==> config.mk <==
export PLATFORM = sky130hd
export DESIGN_NAME = muldiv_unit
export DESIGN_NICKNAME = d
export VERILOG_FILES = /design/src/rtl/muldiv_unit.sv
export SDC_FILE = /design/constraint.sdc
export NUM_CORES = 1
export LEC_CHECK = 0
export BUFFER_PORTS_ARGS = -buffer_cell sky130_fd_sc_hd__buf_2
export CAP_MARGIN = 20
export CORE_MARGIN = 2
export CORE_UTILIZATION = 62
export DETAILED_ROUTE_END_ITERATION = 16
export PLACE_DENSITY_LB_ADDON = 0.12
export SLEW_MARGIN = 20
export SYNTH_ARGS = -nofsm -noshare
export SYNTH_HDL_FRONTEND = slang
export SYNTH_SLANG_ARGS = --single-unit
==> constraint.sdc <==
create_clock -name clk -period 8.75 [get_ports clk]
set_input_delay 1.3125 -clock clk [delete_from_list [all_inputs] [get_ports clk]]
set_output_delay 1.3125 -clock clk [all_outputs]
set_load 0.05 [all_outputs]
==> src/rtl/muldiv_unit.sv <==
// muldiv_unit: multicycle MIPS-style multiply/divide unit owning the HI/LO registers.
// MULT/MULTU use a radix-2 shift-add multiplier and DIV/DIVU a radix-2 restoring divider.
// Each runs 32 iterations plus one finish cycle, so HI/LO update 33 edges after the start edge.
// MTHI/MTLO write HI/LO in a single edge while idle.
// Optional build macro MULDIV_FAST_MUL_EN: MULT/MULTU use a single-cycle multiplier,
// with HI/LO written one edge after the start edge. Divide remains iterative.
module muldiv_unit (
    input  logic        clk,
    input  logic        reset,
    input  logic        start,
    input  logic [5:0]  functcode,
    input  logic [31:0] rs_content,
    input  logic [31:0] rt_content,
    output logic        busy,
    output logic        done,
    output logic [31:0] HI,
    output logic [31:0] LO
);

    localparam logic [5:0] FN_MULT  = 6'h18;
    localparam logic [5:0] FN_MULTU = 6'h19;
    localparam logic [5:0] FN_DIV   = 6'h1a;
    localparam logic [5:0] FN_DIVU  = 6'h1b;
    localparam logic [5:0] FN_MTHI  = 6'h11;
    localparam logic [5:0] FN_MTLO  = 6'h13;

    typedef enum logic [1:0] {
        IDLE   = 2'd0,
        RUN    = 2'd1,
        FINISH = 2'd2
    } state_t;

    state_t      state;
    state_t      state_next;

    // Shared iteration registers:
    // - Multiply: {hi_acc, lo_acc} is the partial product, and lo_acc starts as the multiplier.
    // - Divide: hi_acc is the partial remainder, and lo_acc starts as the dividend
    //   and ends as the quotient.
    logic [31:0] hi_acc;
    logic [31:0] lo_acc;
    logic [31:0] op_b;        // multiplicand or divisor magnitude
    logic [31:0] rs_raw;      // original dividend, returned in HI on divide by zero
    logic [4:0]  count;
    logic        is_div;
    logic        neg_lo;      // negate product (mul) or quotient (div)
    logic        neg_hi;      // negate remainder (div)
    logic        div_zero;

    logic        fn_muldiv;
    logic        fn_div;
    logic        fn_signed;
    logic        accept;
    logic        go_finish;
    logic [31:0] rs_mag;
    logic [31:0] rt_mag;

    logic [32:0] mul_sum;
    logic [32:0] div_trial;
    logic [63:0] raw_prod;
    logic [63:0] fix_prod;
    logic [31:0] res_hi;
    logic [31:0] res_lo;

    // Decode the issue request and form operand magnitudes for signed ops.
    assign fn_muldiv = (functcode == FN_MULT) || (functcode == FN_MULTU) ||
                       (functcode == FN_DIV)  || (functcode == FN_DIVU);
    assign fn_div    = (functcode == FN_DIV)  || (functcode == FN_DIVU);
    assign fn_signed = (functcode == FN_MULT) || (functcode == FN_DIV);
    assign accept    = (state == IDLE) && start && fn_muldiv;
    assign rs_mag    = (fn_signed && rs_content[31]) ? (32'd0 - rs_content) : rs_content;
    assign rt_mag    = (fn_signed && rt_content[31]) ? (32'd0 - rt_content) : rt_content;
    assign busy      = (state != IDLE);

`ifdef MULDIV_FAST_MUL_EN
    assign go_finish = !fn_div;
`else
    assign go_finish = 1'b0;
`endif

    // State register.
    // NOTE: sequential state uses non-blocking assignments, so every flop
    // samples pre-edge values and there are no ordering races between blocks.
    always_ff @(posedge clk or posedge reset) begin
        if (reset) state <= IDLE;
        else       state <= state_next;
    end

    // Next-state logic: IDLE -> RUN (or FINISH for fast mul) -> FINISH -> IDLE.
    // NOTE: state_next is assigned a default first, so no path through the
    // case leaves it unassigned and no latch is inferred.
    always_comb begin
        state_next = state;
        unique case (state)
            IDLE:    if (accept) state_next = go_finish ? FINISH : RUN;
            RUN:     if (count == 5'd31) state_next = FINISH;
            FINISH:  state_next = IDLE;
            default: state_next = IDLE;
        endcase
    end

    // One radix-2 step: conditional add for multiply, trial subtract for divide.
    assign mul_sum   = lo_acc[0] ? ({1'b0, hi_acc} + {1'b0, op_b}) : {1'b0, hi_acc};
    assign div_trial = {hi_acc, lo_acc[31]} - {1'b0, op_b};

    // Final result with sign correction; divide by zero bypasses the datapath.
    always_comb begin
        raw_prod = {hi_acc, lo_acc};
`ifdef MULDIV_FAST_MUL_EN
        if (!is_div) raw_prod = {32'd0, lo_acc} * {32'd0, op_b};
`endif
        fix_prod = neg_lo ? (64'd0 - raw_prod) : raw_prod;
        res_hi   = fix_prod[63:32];
        res_lo   = fix_prod[31:0];
        if (is_div) begin
            if (div_zero) begin
                res_hi = rs_raw;
                res_lo = 32'hFFFF_FFFF;
            end else begin
                res_hi = neg_hi ? (32'd0 - hi_acc) : hi_acc;
                res_lo = neg_lo ? (32'd0 - lo_acc) : lo_acc;
            end
        end
    end

    // Operand latch on accept, then one iteration per RUN edge.
    always_ff @(posedge clk or posedge reset) begin
        if (reset) begin
            hi_acc   <= '0;
            lo_acc   <= '0;
            op_b     <= '0;
            rs_raw   <= '0;
            count    <= '0;
            is_div   <= 1'b0;
            neg_lo   <= 1'b0;
            neg_hi   <= 1'b0;
            div_zero <= 1'b0;
        end else begin
            unique case (state)
                IDLE: begin
                    if (accept) begin
                        hi_acc   <= '0;
                        lo_acc   <= rs_mag;
                        op_b     <= rt_mag;
                        rs_raw   <= rs_content;
                        count    <= '0;
                        is_div   <= fn_div;
                        neg_lo   <= fn_signed && (rs_content[31] ^ rt_content[31]);
                        neg_hi   <= fn_signed && rs_content[31];
                        div_zero <= fn_div && (rt_content == 32'd0);
                    end
                end
                RUN: begin
                    count <= count + 5'd1;
                    if (is_div) begin
                        if (!div_trial[32]) begin
                            hi_acc <= div_trial[31:0];
                            lo_acc <= {lo_acc[30:0], 1'b1};
                        end else begin
                            hi_acc <= {hi_acc[30:0], lo_acc[31]};
                            lo_acc <= {lo_acc[30:0], 1'b0};
                        end
                    end else begin
                        hi_acc <= mul_sum[32:1];
                        lo_acc <= {mul_sum[0], lo_acc[31:1]};
                    end
                end
                default: ;
            endcase
        end
    end

    // Completion pulse: high for the single cycle after leaving FINISH.
    always_ff @(posedge clk or posedge reset) begin
        if (reset) done <= 1'b0;
        else       done <= (state == FINISH);
    end

    // Architectural HI/LO: written only when leaving FINISH or by MTHI/MTLO while idle.
    always_ff @(posedge clk or posedge reset) begin
        if (reset) begin
            HI <= '0;
            LO <= '0;
        end else if (state == FINISH) begin
            HI <= res_hi;
            LO <= res_lo;
        end else if (state == IDLE && start) begin
            if (functcode == FN_MTHI) HI <= rs_content;
            if (functcode == FN_MTLO) LO <= rs_content;
        end
    end

endmodule

==> results.md <==
CTS:
- The CTS tree is done.
- The cell at the root of the clock tree is sky130_fd_sc_hd__clkbuf_16.
- The total clock buffers created by CTS is 24.
- The clock network latency to the later pin of the worst-skew pair is 0.55 ns.
- The post-cts hold buffer count is 0.
- The clock passes through at most 3 buffers.
- In this run the number of H-tree levels came out at 1.
- In this run the post-CTS setup repair buffer count came out at 0.
- After clock tree synthesis, the clock-pin slew on the worst setup and hold paths is 0.06 ns.
- The clock net sink count is approximately 200.
- Post-CTS repair changed the size of 0 cells.

Routing:
- Using the TritonRoute via totals, the vias-per-cell ratio works out to 6.52.
- In the routed design, unresolved DRC markers number 0.
- The number of routed nets with antenna violations is 0.
- Detailed routing inserted a total of 16600 vias.
- The detailed router's first-iteration violation count is 2053.
- In this run the top signal layer used is met4.
- In the final routed layout, each cell accounts on average for 19.9 um.
- The count of TritonRoute iterations in the first routing pass is 6.
- The detailed-route wire length is 50600 um.
- After detailed routing, the met3 layer carries 3700 um of wire.
- The sum of met2 wire segment lengths after detailed routing is 23900 um.
- In the final routing, the length of wire on met1 measures 21500 um.

Logic synthesis:
- The post-synthesis instance area is 16900 sq um.
- The xor/xnor cell area share of the yosys netlist is 0.0807.
- Counting flops with a built-in enable in the synthesized netlist gives 0.
- The largest family of logic cells by synthesized area is compound AO/OA/AOI/OAI gates.
- The complex-gate fraction of the synthesized area is 0.255.
- The number of nets produced by synthesis is about 2300.
- In the synthesized netlist the dominant register cell turns out to be sky130_fd_sc_hd__dfrtp_1.
- The register bit total from synthesis is between 200 and 250.
- The most area-hungry cell type in the Yosys netlist is sky130_fd_sc_hd__dfrtp_1.
- The area share of fa/ha/maj cells after synthesis is 0.0541.
- Counting every instance in the synthesized netlist gives 2157.
- In the post-synthesis netlist, the biggest area contributors are sky130_fd_sc_hd__dfrtp_1 (30%), sky130_fd_sc_hd__nand2_1 (7.4%), sky130_fd_sc_hd__a21oi_1 (5.4%), sky130_fd_sc_hd__o21ai_0 (5.3%), sky130_fd_sc_hd__xor2_1 (5.3%).
- For this run, the number of Yosys warnings is 0.
- The number of distinct library cell variants in the gate-level netlist after synthesis is 85.
- Of the synthesized area, sequential elements account for 0.302.
- Of the total synthesized cell area, the portion taken by AND, OR, NAND and NOR gates is 0.197.
- The mean post-synth cell area is 7.85 sq um.
- The share of synthesized area spent on multiplexers is 0.0598.
- Counting flops with an async set or reset pin after synthesis yields a share of 1.00.
- The area fraction of the dominant cell type after synthesis is 0.302.

Timing:
- Clock skew on the completed layout was measured at approximately 0.022 ns.
- Dividing the final minimum period by the clock period gives 0.490.
- The worst max-slew margin expressed relative to the limit is 0.314.
- The peak clock frequency supported by timing is 0.233 GHz.
- Setup violations remaining at the end of the flow were counted as 0.
- At the pin with the least slew margin, the transition time is 1.03 ns.
- The total negative setup slack is 0 ns.
- The smallest clock period supported by the final layout is computed as 4.29 ns.
- The number of hold violations in the final report came to 0.
- Setup repair after global routing left no endpoint under its margin.
- The count of final max-slew check failures is 0.

Cells and area:
- Leaving out fill and tap cells, the most frequent cells in the layout are sky130_fd_sc_hd__nand2_1 (335), sky130_fd_sc_hd__dfrtp_1 (203), sky130_fd_sc_hd__a21oi_1 (183).
- The final instance count without filler cells is 2540.
- In the final layout, the share of cells above drive strength 1 is 0.116.
- The number of antenna repair diodes is 0.
- The finished layout cell area is 18400 sq um.
- The library cell used most frequently in the layout, excluding fill and tap cells, is sky130_fd_sc_hd__nand2_1.
- The area growth from synthesis to layout is 8.90%.
- The final net count is ~2300.

Pwr:
- The total leakage power is between 7 and 8 nW.
- Of the total power, the share spent switching nets is 0.480.
- The combinational group share of total power is 0.536.
- The switching power of the nets is 2.78 mW.
- The areal power density over the cells is 314 nW/um^2.
- The share of total power dissipated in the clock network is 0.178.
- IR analysis of the VDD net gives a maximum drop of 0.181 mV.
- The relative contribution of sequential cells to total power is 0.286.
- Cell internal power was estimated by the tool at 3.01 mW.

Floorplanning:
- The height of the die is around 170 um.
- The core outline area is about 27000 sq um.
- The die covers 28600 sq um.
- The starting utilization of the core area is 0.630.
- The row count is 60.
- Measured along the x axis, the die boundary spans ~170 um.
- 139 I/O pins were placed.

Hold path:
- The class of the worst hold path is flip-flop to flip-flop.
- In this run the most critical hold path is launched from rs_raw[31]$_DFFE_PP0P_.

Setup path:
- The cell that appears most often on the critical path is sky130_fd_sc_hd__a211o_1.
- Traced cell by cell, the critical path runs through ha_1 > a21o_1 > a211o_1 > o22ai_1 > o21ai_1 > a211oi_1 > a211o_1 > buf_4 > nor2_1 > a221o_1 > o31ai_1.
- For the worst setup path, the data required time is 9.18 ns.
- Together, buffers and inverters on the worst path number 1.
- The cell family contributing the most delay on the critical path is compound AO/OA/AOI/OAI gates.
- The element type at the critical path start is a flip-flop.
- The kind of end point of the critical path is a flip-flop.
- Among all stages on the critical path, the largest delay is contributed by sky130_fd_sc_hd__dfrtp_1.
- In this run the worst setup path begins at hi_acc[4]$_DFFE_PP0P_.
- The delay contributed by the slowest stage of the critical path is 0.67 ns.
- Along the worst path, the maximum fanout reaches 40.
- The reg-to-reg critical path startpoint is hi_acc[4]$_DFFE_PP0P_.
- The worst setup path is of the flip-flop to flip-flop kind.
- The arrival time at the worst endpoint is ~4.7 ns.

Global routing:
- The total routing usage reported by global routing is 0.348.
- The largest net degree at the start of global routing is ~130.
- The first global-routing pass estimated 80900 um of wire.
- The via count of the first global-routing pass is 15400.
- The number of antenna violations at the first check in global routing is 0.
- The total overflow left after global routing is 0.

Placement:
- Summed over all nets, the half-perimeter wirelength after detailed placement is 35700 um.
- The placed instances occupy a cell area of 17600 sq um.
- In this run the tool buffered the top-level ports with approximately 140 buffer cells.
- The cell total after placement is about 2500.
- The global placement routability congestion is around 1.

Run status:
- The run finished with clean final reports.

Job:
- Across the run, the number of max-cap violations was 0.
==> cell type report <==
cell class	count	area, sq um
Multi-Input combinational cell	1725	11000
Clock buffer	30	663
Inverter	69	267
Tap cell	341	427
Fill cell	2247	8440
Timing Repair Buffer	157	833
Clock inverter	14	143
Sequential cell	204	5110
==> path summary, 6_finish.rpt <==
path / slack [ns] / cells past startpoint / end
hold / removal: 0.48 / 2 / rs_raw[31]$_DFFE_PP0P_
setup / recovery: 4.46 / 11 / hi_acc[30]$_DFFE_PP0P_
max in group asynchronous: 6.14 / 3 / is_div$_DFFE_PP0P_
min in group asynchronous: 0.98 / 2 / LO[4]$_DFFE_PP0P_
setup reg to reg: 4.46 / 11 / hi_acc[30]$_DFFE_PP0P_
hold reg to reg: 0.48 / 2 / rs_raw[31]$_DFFE_PP0P_
==> flip-flops by register name, summed over array words and instances (netlist names) <==
name and flops:
HI 32, LO 32, hi_acc 32, lo_acc 32
op_b 32, rs_raw 32, count 5, state 2
div_zero 1, done 1, is_div 1, neg_hi 1
neg_lo 1
==> tightest hold or removal path, delay by kind of cell, from the launching register on <==
kind | cells | cell delay [ns]
simple gates | 2 | 0.11
flops | 1 | 0.34
==> logic make-up (layout without fill, tap and decap cells) <==
logic type,count (synthesis),after routing
AO/OA/AOI/OAI,685,685
XOR/XNOR,156,156
adder cells (fa/ha/maj),72,72
buffers and inverters,228,270
flip-flops,204,204
multiplexers,99,99
AND/OR/NAND/NOR,713,713
==> cell usage after synthesis, drive strengths merged, types with 24 or more instances <==
cell type and count:
nor3 36, or3 27, o211ai 24, ha 70
nand3 42, mux2i 82, o21ai 199, xor2 102
dfrtp 204, a32oi 34, o31ai 27, a21o 39
clkbuf 136, xnor2 54, a211oi 39, a21oi 184
nor2 137, nand2 337, inv 68
==> per-stage QoR <==
step	utilization	power, mW	hold slack, ns	setup slack [ns]
detailed placement	0.656	4.68	0.457	4.23
CTS	0.686	5.72	0.473	4.55
floorplan	-	3.94	0.440	1.87
global placement	0.655	4.60	0.452	4.33
global route	0.686	6.19	0.484	4.24
finish	0.686	5.78	0.475	4.46
==> per-layer routing <==
layer / vias to the layer above / track usage
met5: - / 0
met4: 0 / 0.107
met3: 118 / 0.0401
met2: 775 / 0.592
met1: 7831 / 0.466
li1: 7842 / -
==> power groups by stage <==
stage	Clock, mW	Combinational (mW)	Sequential [mW]
floorplan	0	2.46	1.48
detailed placement	0	3.03	1.65
finish	1.03	3.10	1.65
CTS	1.04	3.05	1.64
global placement	0	2.96	1.64
global route	1.07	3.42	1.70
Power figures use the tool's default switching activity.
